--- config.mk ---
export PLATFORM = sky130hd
export DESIGN_NAME = knap_search
export DESIGN_NICKNAME = d
export VERILOG_FILES = /design/src/rtl/knap_search.sv
export SDC_FILE = /design/constraint.sdc
export NUM_CORES = 1
export LEC_CHECK = 0
export CORE_MARGIN = 5
export CORE_UTILIZATION = 40
export DETAILED_ROUTE_END_ITERATION = 8
export PLACE_DENSITY = 0.57
export SETUP_SLACK_MARGIN = 0.1
export SLEW_MARGIN = 30
export SYNTH_ARGS = -nofsm -noshare
export SYNTH_HDL_FRONTEND = slang
export SYNTH_SLANG_ARGS = --single-unit
--- constraint.sdc ---
create_clock -name clk -period 8.8 [get_ports clk]
set_input_delay 1.76 -clock clk [delete_from_list [all_inputs] [get_ports clk]]
set_output_delay 1.76 -clock clk [all_outputs]
set_load 0.005 [all_outputs]
--- src/rtl/knap_search.sv ---
// Gray-code enumerator for 0/1 multi-constraint knapsack: walks one selection
// per cycle with incrementally updated totals and stops at the first feasible one.
module knap_search #(
   parameter int N_ITEMS = 22,
   parameter int W       = 9,
   parameter int AW      = 5,
   parameter int ACC_W   = 14
) (
   input  logic               clk,
   input  logic               rst,
   input  logic               item_we,
   input  logic [AW-1:0]      item_addr,
   input  logic [W-1:0]       item_value,
   input  logic [W-1:0]       item_weight,
   input  logic [W-1:0]       item_volume,
   input  logic [W-1:0]       min_value,
   input  logic [W-1:0]       max_weight,
   input  logic [W-1:0]       max_volume,
   input  logic               start,
   output logic               busy,
   output logic               done,
   output logic               found,
   output logic [N_ITEMS-1:0] solution,
   output logic [ACC_W-1:0]   sol_value,
   output logic [ACC_W-1:0]   sol_weight,
   output logic [ACC_W-1:0]   sol_volume
);

   typedef enum logic [1:0] {IDLE, SEARCH, DONE} state_t;

   localparam logic [N_ITEMS-1:0] J_LAST = '1;
   localparam logic [N_ITEMS-1:0] ONE    = N_ITEMS'(1);

   state_t state, state_next;

   logic [W-1:0]       value_tab  [N_ITEMS];
   logic [W-1:0]       weight_tab [N_ITEMS];
   logic [W-1:0]       volume_tab [N_ITEMS];

   logic [W-1:0]       lat_min, lat_weight, lat_volume;
   logic [N_ITEMS-1:0] cand, j, j_next, flip_mask;
   logic [ACC_W-1:0]   acc_value, acc_weight, acc_volume;
   logic [W-1:0]       d_value, d_weight, d_volume;
   logic               flip_up, all_pass;

   assign busy = (state == SEARCH);
   assign done = (state == DONE);

   // The bit flipped between gray(j) and gray(j+1) is the lowest set bit of j+1;
   // its item entry is the delta applied to the running totals.
   always_comb begin
      j_next    = j + ONE;
      flip_mask = j_next & ~(j_next - ONE);
      flip_up   = |(flip_mask & ~cand);
      d_value   = '0;
      d_weight  = '0;
      d_volume  = '0;
      for (int i = 0; i < N_ITEMS; i++) begin
         if (flip_mask[i]) begin
            d_value  = value_tab[i];
            d_weight = weight_tab[i];
            d_volume = volume_tab[i];
         end
      end
      all_pass = (acc_value  >= ACC_W'(lat_min))    &&
                 (acc_weight <= ACC_W'(lat_weight)) &&
                 (acc_volume <= ACC_W'(lat_volume));
   end

   always_comb begin
      state_next = state;
      case (state)
         IDLE:    if (start) state_next = SEARCH;
         SEARCH:  if (all_pass || (j == J_LAST)) state_next = DONE;
         DONE:    state_next = IDLE;
         default: state_next = IDLE;
      endcase
   end

   always_ff @(posedge clk) begin
      if (rst) state <= IDLE;
      else     state <= state_next;
   end

   // Item table: writes outside the table range or during a search are dropped.
   always_ff @(posedge clk) begin
      if (rst) begin
         for (int i = 0; i < N_ITEMS; i++) begin
            value_tab[i]  <= '0;
            weight_tab[i] <= '0;
            volume_tab[i] <= '0;
         end
      end else if (item_we && (state != SEARCH)) begin
         for (int i = 0; i < N_ITEMS; i++) begin
            if (item_addr == AW'(i)) begin
               value_tab[i]  <= item_value;
               weight_tab[i] <= item_weight;
               volume_tab[i] <= item_volume;
            end
         end
      end
   end

   always_ff @(posedge clk) begin
      if (rst) begin
         lat_min    <= '0;
         lat_weight <= '0;
         lat_volume <= '0;
         cand       <= '0;
         j          <= '0;
         acc_value  <= '0;
         acc_weight <= '0;
         acc_volume <= '0;
         found      <= 1'b0;
         solution   <= '0;
         sol_value  <= '0;
         sol_weight <= '0;
         sol_volume <= '0;
      end else begin
         case (state)
            IDLE: begin
               if (start) begin
                  lat_min    <= min_value;
                  lat_weight <= max_weight;
                  lat_volume <= max_volume;
                  cand       <= '0;
                  j          <= '0;
                  acc_value  <= '0;
                  acc_weight <= '0;
                  acc_volume <= '0;
                  found      <= 1'b0;
                  solution   <= '0;
                  sol_value  <= '0;
                  sol_weight <= '0;
                  sol_volume <= '0;
               end
            end
            SEARCH: begin
               if (all_pass) begin
                  found      <= 1'b1;
                  solution   <= cand;
                  sol_value  <= acc_value;
                  sol_weight <= acc_weight;
                  sol_volume <= acc_volume;
               end else if (j != J_LAST) begin
                  j    <= j_next;
                  cand <= cand ^ flip_mask;
                  if (flip_up) begin
                     acc_value  <= acc_value  + ACC_W'(d_value);
                     acc_weight <= acc_weight + ACC_W'(d_weight);
                     acc_volume <= acc_volume + ACC_W'(d_volume);
                  end else begin
                     acc_value  <= acc_value  - ACC_W'(d_value);
                     acc_weight <= acc_weight - ACC_W'(d_weight);
                     acc_volume <= acc_volume - ACC_W'(d_volume);
                  end
               end
            end
            default: ;
         endcase
      end
   end

endmodule

Yosys cells after proc, flatten, opt, wreduce, memory -nomap -nowiden
Memories as Yosys holds them, arrays and structs flattened.
Index checks and enable logic that the tools add are counted.
- register bits after elaboration: 180
- bits in writable memories: 594
- output and inout bits: 67
- word-level logic and storage cells: 398
- memories kept: 3
- memory list (name ; words ; width ; rd ports ; clocked after Yosys merged registers in ; wr ports ; RTL line ; text):
    value_tab ; 22 ; 9 ; 22 ; 0 ; 22 ; 36 ; logic [W-1:0] value_tab [N_ITEMS];
    volume_tab ; 22 ; 9 ; 22 ; 0 ; 22 ; 38 ; logic [W-1:0] volume_tab [N_ITEMS];
    weight_tab ; 22 ; 9 ; 22 ; 0 ; 22 ; 37 ; logic [W-1:0] weight_tab [N_ITEMS];
- add/sub/neg operators: 8
- order comparisons: 3
- equality and inequality tests: 31
- multiplexer cells: 256
- bitwise operators: 71
- reduce and logical (&&, ||, !) cells: 12
- operator list (cell ; number):
    9-bit 2-to-1 mux ; 132
    14-bit 2-to-1 mux ; 13
    14-bit case mux with 2 select lines ; 6
    22-bit 2-to-1 mux ; 6
    22-bit case mux with 2 select lines ; 3
    1-bit 2-to-1 mux ; 92
    1-bit bitwise OR ; 66
    22-bit bitwise AND ; 2
    22-bit NOT ; 2
    14-bit by 9-bit adder with 14-bit output ; 3
    14-bit by 9-bit subtractor with 14-bit output ; 3
    5-bit by 4-bit equality test with 1-bit output (second input constant) ; 8
    5-bit equality test (second input constant) ; 6
    14-bit by 9-bit less-or-equal comparator with 1-bit output ; 2
    22-bit by 1-bit adder with 22-bit output (second input constant) ; 1
    22-bit equality test (second input constant) ; 1
    22-bit inequality test (second input constant) ; 1
    22-bit OR reduction ; 1
    22-bit by 1-bit subtractor with 22-bit output (second input constant) ; 1
    22-bit bitwise XOR ; 1
    5-bit by 3-bit equality test with 1-bit output (second input constant) ; 4
    14-bit by 9-bit greater-or-equal comparator with 1-bit output ; 1
    5-bit by 2-bit equality test with 1-bit output (second input constant) ; 2
    2-bit by 1-bit inequality test with 1-bit output (second input constant) ; 4
    15 further kinds ; 20

Longest topological paths before layout
- depth after elaboration: 31
- gate-level depth with buffers: 34

Worst setup path before layout
OpenSTA, ideal clock, no wires.
- kind: register to register
- from: reg j[0]
- to: reg acc_value[13]
- setup time: 122 ps
- arrival time: 6367 ps
- setup slack: 2311 ps
- stages on the path, launching flop included: 34
- path buffers: 5
- path through: dfxtp_1 ha_1 buf_2 inv_1 or4_1 and2_1 buf_2 nand4_1 nor2_1 nand2_2 inv_1 buf_2 ha_1 nor4_1 nand4_1 or4_1 clkbuf_1 clkbuf_1 o21a_1 ha_1 a21o_1 a21o_1 a21o_1 a21oi_1 o21bai_1 a21oi_1 o21ai_0 o21ai_0 nand2b_1 a21oi_1 o21ai_0 xnor2_1 nor3_1 a221o_1
- longest elaborated chain between the ends: 31
- elaborated cells on any way between the ends: 37
- those cells by class: 4 x add/sub; 2 x eq/ne; 26 x mux; 3 x bitwise; 2 x reduce/logical
- ends and longest elaborated chain (element ; RTL line ; text):
    from (decl) ; 41 ; logic [N_ITEMS-1:0] cand, j, j_next, flip_mask;
    from (signal assigned) ; 146 ; j <= j_next;
    22-bit by 1-bit adder with 22-bit output ; 52 ; j_next = j + ONE;
    22-bit by 1-bit subtractor with 22-bit output ; 53 ; flip_mask = j_next & ~(j_next - ONE);
    22-bit NOT ; 53 ;
    22-bit bitwise AND ; 53 ;
    9-bit 2-to-1 mux (22 in a row) ; 59 ; if (flip_mask[i]) begin
    14-bit by 9-bit subtractor with 14-bit output or 14-bit by 9-bit adder with 14-bit output (tied branches) ; 153, 149 ;
    14-bit 2-to-1 mux ; 148 ; if (flip_up) begin
    14-bit 2-to-1 mux ; 145 ; end else if (j != J_LAST) begin
    14-bit 2-to-1 mux ; 139 ; if (all_pass) begin
    14-bit case mux with 2 select lines ; 120 ; case (state)
    to (signal assigned) ; 149 ; acc_value <= acc_value + ACC_W'(d_value);
    to (signal assigned) ; 153 ; acc_value <= acc_value - ACC_W'(d_value);
    to (decl) ; 42 ; logic [ACC_W-1:0] acc_value, acc_weight, acc_volume;
Parallel ways exist; a longest one is shown, timed or not. The select of a mux whose other input is x is not followed.
A chain may end at the register's enable or synchronous reset.

Final worst setup path
Same ends and word-level chain as after synthesis.

==> impl_metrics.toml <==
[drt]
wl_met1_mm = 56.45
drt_wl_total_mm = 132.7
detail_route.first_pass.iterations = 5
antenna_left = 0
detail_route.wl_per_cell_um = 26.56
vias = 29350
drt_iter0_markers = 3380
vias_per_cell = 5.872
drc = 0
route.met3.wl_mm = 13.44
wl_met2_mm = 57.90
top_layer = "met5"

[worst_hold_path]
hold_start = "sol_volume[6]"
hold-path-endpoint = "sol_volume[6]"
hp-class = "flop to flop"
hold-path-cell-count = 2

[placement]
dp.final_hpwl_mm = 91.95
gp_congestion = 1.037
place_inst = 4843
portBuffers = 129

[sta]
rsz0062_at_grt = "no"
hold_viol = 0
period_share_pct = 92.89
relSlewSlack_pct = 29.68
skew_ps = 30.66
fmax_ghz = 0.1223
finalCriticalPeriod_ps = 8174
tightestPinTransition_ps = 1055
slew_viol_final = 0
setup_tns_ps = 0
setup_violations = 0

[synthesis]
synth_flop_cell = "edfxtp_1"
synth_nets = 3753
synth_edf_count = 594
yosys.area_share.simple_pct = 17.37
synthMuxAreaShare_pct = 0.05747
synth_area_um2 = 37010
synthArstFlopShare_pct = 0
synth_fa_ha_area_share_pct = 3.543
synth_cells = 3587
synth_cell_types = 108
synth_seq_cells = 774
ys_warn_count = 0
synth_compound_area_share_pct = 15.33
synthXorXnorAreaFrac_pct = 1.697
seq_area_frac_synth_pct = 57.93
avgSynthCellArea_um2 = 10.32
synth_top_family_by_area = "simple AND/OR/NAND/NOR gates"

[final_layout]
fin_util_pct = 46.50
drive_gt1_share_pct = 9.539
nFillCells = 8511
multi_input_area_um2 = 14190
area_delta_synth_final_pct = 15.34
seq_area_um2 = 21440
final_nets = 3853
stdcell_count = 4998

[die]
die_height_um = 314.2
coreArea_um2 = 91800
start_util_pct = 40.32
rows = 111
die_w_um = 314.2
dieArea_um2 = 98710
pin_count = 130

[clock_tree]
worstSkewPairLatency_ps = 680
clockRootBuffer = "clkbuf_16"
cts_setup_buffers = 0
cts_tree = "built"
htreeDepth = 3
ctsLongestPathBuffers = 3
cts_resized = 0
cts_buffers = 85
cts-hold-fix-buffers = 0
clk_pin_slew_ps = 60
cts_sinks = 774

[power]
total_leakage_power_nw = 15.49
ir_drop_v = 0.0001487
power-per-cell-area_nw_per_um2 = 234.3

[worst_setup_path]
criticalPathCategory = "flop to flop"
end_kind = "flop"
worst_r2r_endpoint = "acc_value[13]"
r2r_setup_slack_ps = 630
cp_max_fo = 15
reg2regPathDepth = 28
cp_data_arrival_time_ps = 8720
crit_slowest_cell = "a2111oi_1"
critPathLaunchType = "flop"
max_stage_delay_ps = 690
cp.required_ps = 9350
reg2reg_from = "j[0]"

[job]
maxCapViolCount = 0

[global_route]
grt_usage_pct = 26.24
grt_pass1_wl_mm = 194.2
grt_pass1_vias = 27920
antenna_found_initial = 7
gr-total-overflow = 0
grt_max_degree = 72

[status]
outcome = "finished, final reports clean"
==> layer usage <==
| metal | vias up | track usage [%] |
|---|---|---|
| met5 | - | 0 |
| met4 | 10 | 8.596 |
| met3 | 251 | 6.043 |
| met2 | 1498 | 40.17 |
| met1 | 14340 | 37.09 |
| li1 | 13250 | - |
==> placed cells by master (no fill, tap or decap), types with 30 or more instances in the layout <==
| cell type | instances |
|---|---|
| nand3_1 | 98 |
| a21o_1 | 35 |
| ha_1 | 99 |
| nand4_1 | 33 |
| nand2b_1 | 44 |
| clkdlybuf4s50_1 | 128 |
| a21oi_1 | 205 |
| o211ai_1 | 30 |
| nor3_1 | 55 |
| nand2_1 | 305 |
| buf_4 | 136 |
| a221oi_1 | 46 |
| clkbuf_16 | 85 |
| inv_1 | 122 |
| o21ai_0 | 179 |
| dfxtp_1 | 180 |
| o22ai_1 | 43 |
| xnor2_1 | 38 |
| nor2_1 | 688 |
| edfxtp_1 | 594 |
==> Yosys cell counts, drive strengths merged, types with 9 or more instances <==
| library cell | number | area share (%) |
|---|---|---|
| ha | 100 | 3.4 |
| nand2b | 63 | 1.1 |
| a222oi | 14 | 0.38 |
| nand2 | 309 | 3.1 |
| a211o | 10 | 0.24 |
| edfxtp | 594 | 48 |
| nor3 | 60 | 0.87 |
| o221ai | 16 | 0.38 |
| o21ai | 188 | 2.6 |
| buf | 56 | 0.79 |
| a21o | 36 | 0.73 |
| a221o | 23 | 0.62 |
| inv | 123 | 1.2 |
| a22o | 9 | 0.21 |
| nor2 | 694 | 7.1 |
| o2111ai | 10 | 0.24 |
| or3 | 20 | 0.34 |
| a21oi | 207 | 2.8 |
| o21a | 23 | 0.47 |
| nand3 | 99 | 1.4 |
| o31ai | 15 | 0.32 |
| a31oi | 23 | 0.42 |
| o22ai | 43 | 0.73 |
| clkbuf | 196 | 2.0 |
| dfxtp | 180 | 9.7 |
| xnor2 | 40 | 0.97 |
| and3 | 10 | 0.17 |
| o311ai | 13 | 0.31 |
| or2 | 9 | 0.15 |
| a22oi | 20 | 0.41 |
| xor2 | 30 | 0.73 |
| a221oi | 47 | 1.1 |
| and2 | 27 | 0.46 |
| nor2b | 23 | 0.41 |
| and4 | 9 | 0.21 |
| a211oi | 25 | 0.52 |
| nor4 | 39 | 0.89 |
| nand4 | 37 | 0.72 |
| o211ai | 31 | 0.67 |
==> cell families (layout without fill, tap and decap cells) <==
logic type      Yosys count  count (layout)
simple gates           1420            1420
buf+inv                 380             546
other cells               0               2
flops                   774             774
compound gates          838             838
fa+ha+maj               103             103
mux                       2               2
xor+xnor                 70              70
==> how the worst max path moves through the flow <==
stage / from / endpoint / slack [ps] / depth (start not counted)
floorplan: j[0] / acc_value[13] / 2310 / 33
global placement: j[0] / acc_value[13] / 390 / 28
detailed placement: j[0] / acc_value[13] / 410 / 28
CTS: j[0] / acc_value[13] / 340 / 28
global route: j[0] / acc_volume[13] / 160 / 31
finish: j[0] / acc_value[13] / 630 / 28
==> layout make-up <==
class                           count  share of cell area, %
Sequential cell                   774                  50.22
Clock buffer                      111                  5.308
Inverter                          128                  1.125
Timing Repair Buffer              265                  5.457
Clock inverter                     42                 0.9877
Antenna cell                        2                0.01172
Multi-Input combinational cell   2433                  33.24
Tap cell                         1243                  3.643
==> sequential cells by signal (all words and copies together), names as in the netlist <==
signal / flops
acc_value: 14
lat_volume: 9
value_tab: 198
lat_min: 9
lat_weight: 9
sol_value: 14
solution: 22
weight_tab: 198
cand: 22
sol_weight: 14
acc_volume: 14
volume_tab: 198
found: 1
acc_weight: 14
state: 2
sol_volume: 14
j: 22
==> per-stage QoR <==
step	instance area, um^2	hold WS (ps)	power, mW	worst slack, ps
finish	42690	447.2	10.00	625.8
global route	42690	467.7	10.45	158.9
CTS	42660	451.4	10.06	340.9
detailed placement	39980	442.3	6.582	410.3
global placement	39940	432.6	6.544	393.3
floorplan	37010	425.0	5.750	2311
==> power by group <==
part	switching (mW)	internal, mW
clock	1.54	1.95
combinational	1.47	0.728
sequential	0.156	4.16
==> critical path, delay by kind of cell (launching register included) <==
family	cells	cell delay [ps]
xor gates and xnor gates	1	200
DFF	1	660
and+or+nand+nor	6	1810
AOI/OAI and AO/OA	16	3810
buffers and inverters	2	520
adders and majority gates	3	1030
(Power assumes the default switching activity.)
